[src/rtl/pc_src_bp.sv]
// PC-source selector with a direct-mapped table of saturating-counter
// branch predictors. Predicts conditional branches at fetch, resolves them
// in EX, trains the table on every resolution and keeps hit/miss statistics.
module pc_src_bp #(
    parameter int BHT_DEPTH  = 64,
    parameter int CNT_WIDTH  = 2,
    parameter int STAT_WIDTH = 32
) (
    input  logic                  clk,
    input  logic                  rst,
    input  logic                  if_valid,
    input  logic [31:0]           if_pc,
    input  logic [31:0]           if_inst,
    input  logic                  ex_valid,
    input  logic [31:0]           ex_pc,
    input  logic [31:0]           ex_inst,
    input  logic                  ex_pred_taken,
    input  logic                  BrEq,
    input  logic                  BrLt,
    output logic                  pred_taken,
    output logic [1:0]            src,
    output logic                  flush,
    output logic [STAT_WIDTH-1:0] br_cnt,
    output logic [STAT_WIDTH-1:0] miss_cnt
);

    localparam int IDX = $clog2(BHT_DEPTH);
    localparam logic [CNT_WIDTH-1:0]  CNT_MAX   = '1;
    // Weakly-not-taken: MSB clear, all lower bits set (0 for a 1-bit counter)
    localparam logic [CNT_WIDTH-1:0]  CNT_RESET = CNT_MAX >> 1;
    localparam logic [STAT_WIDTH-1:0] STAT_MAX  = '1;

    localparam logic [6:0] OP_BRANCH = 7'b1100011;
    localparam logic [6:0] OP_JAL    = 7'b1101111;
    localparam logic [6:0] OP_JALR   = 7'b1100111;

    localparam logic [1:0] SRC_PC4    = 2'd0;
    localparam logic [1:0] SRC_EX_TGT = 2'd1;
    localparam logic [1:0] SRC_IF_TGT = 2'd2;
    localparam logic [1:0] SRC_EX_PC4 = 2'd3;

    logic [CNT_WIDTH-1:0]  bht_q [BHT_DEPTH];
    logic [STAT_WIDTH-1:0] br_cnt_q, br_cnt_d;
    logic [STAT_WIDTH-1:0] miss_cnt_q, miss_cnt_d;
    logic [CNT_WIDTH-1:0]  cnt_d;

    logic [IDX-1:0] if_idx, ex_idx;
    logic           if_is_br, ex_is_br, ex_is_jump;
    logic           ex_taken, train, mispredict;
    logic [CNT_WIDTH-1:0] ex_cnt;

    // Conditional branch: opcode 1100011, funct3 010/011 are not branches
    function automatic logic is_branch(input logic [31:0] inst);
        return (inst[6:0] == OP_BRANCH) && (inst[14:13] != 2'b01);
    endfunction

    assign if_idx     = if_pc[IDX+1:2];
    assign ex_idx     = ex_pc[IDX+1:2];
    assign if_is_br   = is_branch(if_inst);
    assign ex_is_br   = is_branch(ex_inst);
    assign ex_is_jump = (ex_inst[6:0] == OP_JAL) || (ex_inst[6:0] == OP_JALR);
    assign ex_cnt     = bht_q[ex_idx];
    assign train      = ex_valid & ex_is_br;
    assign mispredict = train & (ex_taken != ex_pred_taken);

    // Table read is combinational, so a same-cycle EX write is not yet visible
    assign pred_taken = if_valid & if_is_br & bht_q[if_idx][CNT_WIDTH-1];

    // Branch outcome from the comparator flags, chosen by funct3
    always_comb begin
        ex_taken = 1'b0;
        case (ex_inst[14:12])
            3'b000:          ex_taken = BrEq;
            3'b001:          ex_taken = ~BrEq;
            3'b100, 3'b110:  ex_taken = BrLt;
            3'b101, 3'b111:  ex_taken = ~BrLt;
            default:         ex_taken = 1'b0;
        endcase
    end

    // PC mux select and flush; EX redirects take priority over fetch prediction
    always_comb begin
        src   = SRC_PC4;
        flush = 1'b0;
        if (ex_valid && ex_is_jump) begin
            src   = SRC_EX_TGT;
            flush = 1'b1;
        end else if (train && ex_taken && !ex_pred_taken) begin
            src   = SRC_EX_TGT;
            flush = 1'b1;
        end else if (train && !ex_taken && ex_pred_taken) begin
            src   = SRC_EX_PC4;
            flush = 1'b1;
        end else if (pred_taken) begin
            src   = SRC_IF_TGT;
        end
    end

    // Saturating next value for the counter being trained
    always_comb begin
        cnt_d = ex_cnt;
        if (ex_taken) begin
            if (ex_cnt != CNT_MAX) cnt_d = ex_cnt + CNT_WIDTH'(1);
        end else if (ex_cnt != '0) begin
            cnt_d = ex_cnt - CNT_WIDTH'(1);
        end
    end

    // Saturating statistics next values
    always_comb begin
        br_cnt_d   = br_cnt_q;
        miss_cnt_d = miss_cnt_q;
        if (train && br_cnt_q != STAT_MAX)        br_cnt_d   = br_cnt_q + STAT_WIDTH'(1);
        if (mispredict && miss_cnt_q != STAT_MAX) miss_cnt_d = miss_cnt_q + STAT_WIDTH'(1);
    end

    // Predictor table: reset to weakly-not-taken, trained on resolved branches
    always_ff @(posedge clk or negedge rst) begin
        if (!rst) begin
            for (int i = 0; i < BHT_DEPTH; i++) bht_q[i] <= CNT_RESET;
        end else if (train) begin
            bht_q[ex_idx] <= cnt_d;
        end
    end

    // Statistics registers
    always_ff @(posedge clk or negedge rst) begin
        if (!rst) begin
            br_cnt_q   <= '0;
            miss_cnt_q <= '0;
        end else begin
            br_cnt_q   <= br_cnt_d;
            miss_cnt_q <= miss_cnt_d;
        end
    end

    assign br_cnt   = br_cnt_q;
    assign miss_cnt = miss_cnt_q;

    // Address and instruction bits the predictor does not look at
    logic unused_bits;
    assign unused_bits = ^{if_pc[31:IDX+2], if_pc[1:0], ex_pc[31:IDX+2], ex_pc[1:0],
                           if_inst[31:15], if_inst[11:7], ex_inst[31:15], ex_inst[11:7]};

endmodule

[config.mk]
export PLATFORM = sky130hd
export DESIGN_NAME = pc_src_bp
export DESIGN_NICKNAME = d
export VERILOG_FILES = /design/src/rtl/pc_src_bp.sv
export SDC_FILE = /design/constraint.sdc
export NUM_CORES = 1
export LEC_CHECK = 0
export ABC_CLOCK_PERIOD_IN_PS = 6600
export CAP_MARGIN = 20
export CORE_MARGIN = 2
export CORE_UTILIZATION = 50
export DETAILED_ROUTE_END_ITERATION = 10
export PLACE_DENSITY_LB_ADDON = 0.3
export REMOVE_ABC_BUFFERS = 1
export SETUP_SLACK_MARGIN = 0.15
export SYNTH_ARGS = -nofsm -noshare
export SYNTH_HDL_FRONTEND = slang
export SYNTH_SLANG_ARGS = --single-unit
[constraint.sdc]
create_clock -name clk -period 6.6 [get_ports clk]
set_input_delay 1.98 -clock clk [delete_from_list [all_inputs] [get_ports clk]]
set_output_delay 1.98 -clock clk [all_outputs]
set_load 0.02 [all_outputs]
## Yosys cells after proc, flatten, opt, wreduce, memory -nomap -nowiden

Index checks and enable logic that the tools add are counted.

| storage, ports and cells | value |
|---|---|
| register bits after elaboration | 192 |
| bits of input ports | 135 |

| cells by class | value |
|---|---|
| $add $sub $neg | 4 |
| order comparisons | 3 |
| equal/unequal tests | 15 |
| muxes and demuxes | 20 |
| bitwise logic cells | 8 |
| reduce and logical (&&, ||, !) cells | 17 |

Operator list:

| kind | count |
|---|---|
| 128-bit bitwise mux | 1 |
| 32-bit by 1-bit adder with 32-bit output, second input constant | 2 |
| 32-bit inequality test, second input constant | 2 |
| 7-bit equality test, second input constant | 4 |
| 2-bit binary-select mux with 6-bit select | 2 |
| 2-bit two-way mux | 12 |
| 7-bit >= comparator, second input constant | 2 |
| 6-bit NOT with 7-bit output | 2 |
| 2-bit demux with 6-bit select | 1 |
| 3-bit equality test, second input constant | 4 |
| 1-bit logical AND | 10 |
| 7-bit by 1-bit less-than comparator with 1-bit output, second input constant | 1 |
| 1-bit AND | 4 |
| 2-bit by 1-bit inequality test with 1-bit output, second input constant | 2 |
| 1-bit case mux with 4 select lines | 1 |
| 2-bit OR reduction | 2 |
| 3-bit by 1-bit equality test with 1-bit output, second input constant | 1 |
| 3-bit zero test | 1 |
| 1-bit two-way mux | 3 |
| 2-bit by 1-bit adder with 2-bit output, second input constant | 1 |
| 1-bit zero test | 2 |
| 2-bit inequality test, second input constant | 1 |
| 1-bit NOT | 2 |
| 2-bit nonzero test | 1 |
| other kinds (3) | 3 |

## Depth between registers and ports, before layout

| depth | value |
|---|---|
| depth after elaboration | 9 |
| mapped depth | 12 |
| depth with buffers taken out | 7 |

## Worst setup path after synthesis

No wires, ideal clock.

| timing | value |
|---|---|
| path kind | input -> output |
| start point | in if_pc[2] |
| end point | out src[1] |
| arrival time | 4257 ps |
| data required time | 4620 ps |
| path slack | 363 ps |
| stages on the path | 8 |
| path buffers | 2 |
| cells stage by stage | clkbuf_1 buf_2 mux4_2 mux4_2 mux2i_1 o211ai_1 a32oi_1 nand2_1 |

| between the ends | value |
|---|---|
| cells in the longest elaborated chain, start to end | 9 |

RTL lines:

| item | RTL line | text |
|---|---|---|
| start, declared | 12 | `input logic [31:0] if_pc,` |
| 6-bit NOT with 7-bit output (implied by the code) | 67 | `assign pred_taken = if_valid & if_is_br & bht_q[if_idx][CNT_WIDTH-1];` |
| 2-bit binary-select mux with 6-bit select | 67 |  |
| 2-bit two-way mux (implied by the code) (2 in series) | 67 |  |
| 1-bit AND | 67 |  |
| named net pred_taken | 20 | `output logic pred_taken,` |
| 2-bit two-way mux | 94 | `end else if (pred_taken) begin` |
| 2-bit two-way mux | 91 | `end else if (train && !ex_taken && ex_pred_taken) begin` |
| 2-bit two-way mux | 88 | `end else if (train && ex_taken && !ex_pred_taken) begin` |
| 2-bit two-way mux | 85 | `if (ex_valid && ex_is_jump) begin` |
| end, declared | 21 | `output logic [1:0] src,` |

The timed path passes the listed nets, and every way through them passes these cells. The select of a mux whose other input is x is not followed.

## Worst setup path after layout

| timing | value |
|---|---|
| start point | in if_pc[2] |
| end point | out src[1] |

| between the ends | value |
|---|---|
| cells in the longest elaborated chain, start to end | 9 |

RTL lines:

| item | RTL line |
|---|---|
| 6-bit NOT with 7-bit output (implied by the code) | 67 |
| 2-bit binary-select mux with 6-bit select | 67 |
| 2-bit two-way mux (implied by the code) (2 in series) | 67 |
| 1-bit AND | 67 |
| 2-bit two-way mux | 94 |
| 2-bit two-way mux | 91 |
| 2-bit two-way mux | 88 |
| 2-bit two-way mux | 85 |

No other way between the ends. The select of a mux whose other input is x is not followed.

==> results.cfg <==
[timing]
timing.clock.skew_ps = 12.5
tightest_slew_ps = 984
min_period_over_period_pct = 95.9
fin_tns_setup_ps = 0
slew_headroom_pct = 34.1
number_of_max_slew_violations_in_the_final_report = 0
final_hold_viol_count = 0
setup_slack_ps = 270
period_minus_slack_ps = 6330
rsz_0062_raised_after_global_routing = no
finalSetupViolCount = 0
fmaxAchievable_mhz = 158

[clock_tree]
clockBufferDepth = 2
cts_sink_cnt = 192
cts_max_level = 4
cts_hold_repair.buffers = 0
cts_buffers = 17
tritoncts = done
worst_setup_hold_path_clk_slew_ps = 70
worst_skew_pair.late_latency_ps = 450
clock_tree.root_cell = clkbuf_16

[floorplanning]
die_h_um = 146
dieWidth_um = 146
floorplan.initialDensity_pct = 51.3
fp.coreArea_um2 = 19600
dieArea_um2 = 21200
ioPinCount = 203
num_rows = 51

[final_layout]
postLayoutCoreUtil_pct = 61.0
final_design_area_no_fill_um2 = 11900
num-nets-final = 1060
fraction_of_layout_cells_with_a_size_suffix_above_1_pct = 33.2
syn_to_final_growth_pct = 18.8
layout.filler_cells = 1626
diodes = 0
final_cells = 1201

[power]
total_leakage_power_nw = 5.15
power_per_cell_area_nw_per_um2 = 196
max-vdd-ir-drop_mv = 0.166

[synthesis]
syn-cell-area_um2 = 10000
synthArstFlopShare_pct = 100
synth_warnings = 0
ys_seq_area_share_pct = 48.6
synth.distinct_cells = 55
synth_enable_flop_cells = 0
postSynthAreaPerCell_um2 = 12.3
ys_ff_latch = 192
synth_flop_cell = dfrtp_1
syn_inst = 819

[global_routing]
grt_pass1_vias = 7322
grt_first_pass_wirelength_mm = 38.9
grt_overflow_total = 0
globalRouteMet2Util_pct = 35.9
pin_count_of_the_biggest_net_entering_global_routing = 115
globalRoute.busiestLayer = met2
gr-usage-all-layers_pct = 23.3
gr-usage-met1_pct = 31.5
grtUsageMet3_pct = 7.05
grt_antenna_before_repair = 0

[critical_path]
critPathMaxFanout = 6
crit_path_end_kind = primary output
worstPathArrival_ps = 4350
cp-startpoint = if_pc[2]
worst_setup_path_start_kind = input pin
cp.required_ps = 4620
r2r-start = bht_q[24]$_DFFE_PN1P_
timing.setup.critical_path_class = input pin to primary output

[drt]
drc_errors = 0
dr.pass1.iters = 5
avgRoutedWirePerCell_um = 19.8
dr.first_iter.drc_count = 434
routed_via_density = 5.79
routed_wirelength_mm = 23.8
detail-route-antenna-nets = 0
via_count = 6959

[placed_design]
dp.final_hpwl_mm = 15.6
detailedPlace.worstSlack_ps = -370
place_inst = 1162
port_buffers = 105
gp_congestion = 0.816
detailed_place.area_um2 = 11300

[worst_hold_path]
worst_hold_startpoint = br_cnt[25]$_DFFE_PN0P_
min-delay-path-class = flop to flop

[flow_run]
maxCapViolations = 0

[status]
run_status = completed
[placed cells by master (no fill, tap or decap), drive strengths merged, types with 4 or more instances in the layout]
master         count
mux2             132
dfrtp            128
clkdlybuf4s50     97
nand2             83
dfstp             64
nor2              62
xnor2             37
mux4              36
xor2              29
buf               25
mux2i             23
clkbuf            19
nor3              18
inv               18
nand4             17
nand3             17
and3              15
o21ai             10
and2              10
or2                8
and4               8
o211ai             6
a221oi             6
a21oi              5
clkinv             5
nor3b              4
nor2b              4
o22ai              4
o221ai             4
[cell type report]
class / instances / area [um2] / share of cell area, %
inverter: 12 / 45.0 / 0.377
clock buffer: 18 / 429 / 3.59
clock inverter: 14 / 125 / 1.05
tap: 265 / 332 / 2.78
sequential: 192 / 4880 / 40.9
multi-input combinational: 572 / 4820 / 40.4
timing repair buffer: 128 / 1310 / 10.9
[cell families after synthesis]
kind of cell,synth area share [%]
AND/OR/NAND/NOR,12.9
flip-flops,48.6
multiplexers,25.2
XOR/XNOR,5.75
buffers and inverters,3.57
AO/OA/AOI/OAI,3.59
adder cells (fa/ha/maj),0.473
[cell usage after synthesis (3+ instances only)]
master	n	area [um2]
a21oi_1	5	25.0
a221oi_1	6	52.6
and2_1	10	62.6
and3_1	15	93.8
and4_1	8	70.1
buf_1	6	22.5
buf_2	8	40.0
buf_6	15	169
clkbuf_1	10	37.5
dfrtp_1	128	3200
dfstp_2	64	1680
inv_1	11	41.3
mux2_2	132	1490
mux2i_1	23	230
mux4_2	36	811
nand2_1	83	312
nand3_1	17	85.1
nand3b_1	3	22.5
nand4_1	17	106
nor2_1	61	229
nor2b_1	4	25.0
nor3_1	17	85.1
nor3b_1	4	30.0
o211ai_1	6	45.0
o21ai_0	10	50.1
o221ai_1	4	35.0
o22ai_1	4	25.0
or2_2	8	50.1
or3_1	3	18.8
xnor2_1	37	324
xor2_1	29	254
[what timing repair did]
action	in CTS	in global routing
resized for setup	11	1
gates cloned	2	0
setup buffers	3	1
setup endpoints to repair	2	2
pin swaps	1	1
[routing by layer]
metal / part of all wire [%] / vias to the layer above
met5: 0 / -
met4: 2.2 / 0
met3: 7.0 / 39
met2: 46 / 221
met1: 45 / 3537
li1: - / 3162
[report_power, final]
group	switching [mW]	total [mW]	internal (mW)
clock network	0.493	0.990	0.497
registers	0.00278	1.18	1.18
logic	0.101	0.165	0.0641
total	0.597	2.34	1.74
[final timing paths]
check,endpoint,slack (ps),cells past startpoint
min in group asynchronous,bht_q[109]$_DFFE_PN0P_,1610,1
hold reg to reg,br_cnt[25]$_DFFE_PN0P_,480,1
max in group asynchronous,bht_q[72]$_DFFE_PN1P_,3760,2
setup reg to reg,bht_q[25]$_DFFE_PN0P_,3670,8
setup / recovery,src[1],270,11
hold / removal,br_cnt[25]$_DFFE_PN0P_,480,1
[critical path: stages]
cell	delay [ps]
clkdlybuf4s15_2	240
bufbuf_16	290
mux4_2	510
mux4_2	460
nand4b_1	120
o211ai_1	90
buf_4	170
buf_4	140
a32oi_2	130
nand2_1	70
buf_2	160
[through the flow]
step	power, mW	hold WS, ps
floorplan	1.26	490
global placement	1.36	474
detailed placement	1.36	474
CTS	2.36	488
global route	2.42	505
finish	2.34	482
[sequential cells by signal, indices dropped and copies added (netlist names)]
register  count
bht_q       128
br_cnt       32
miss_cnt     32
No activity file was read; power rests on OpenSTA's default activity.
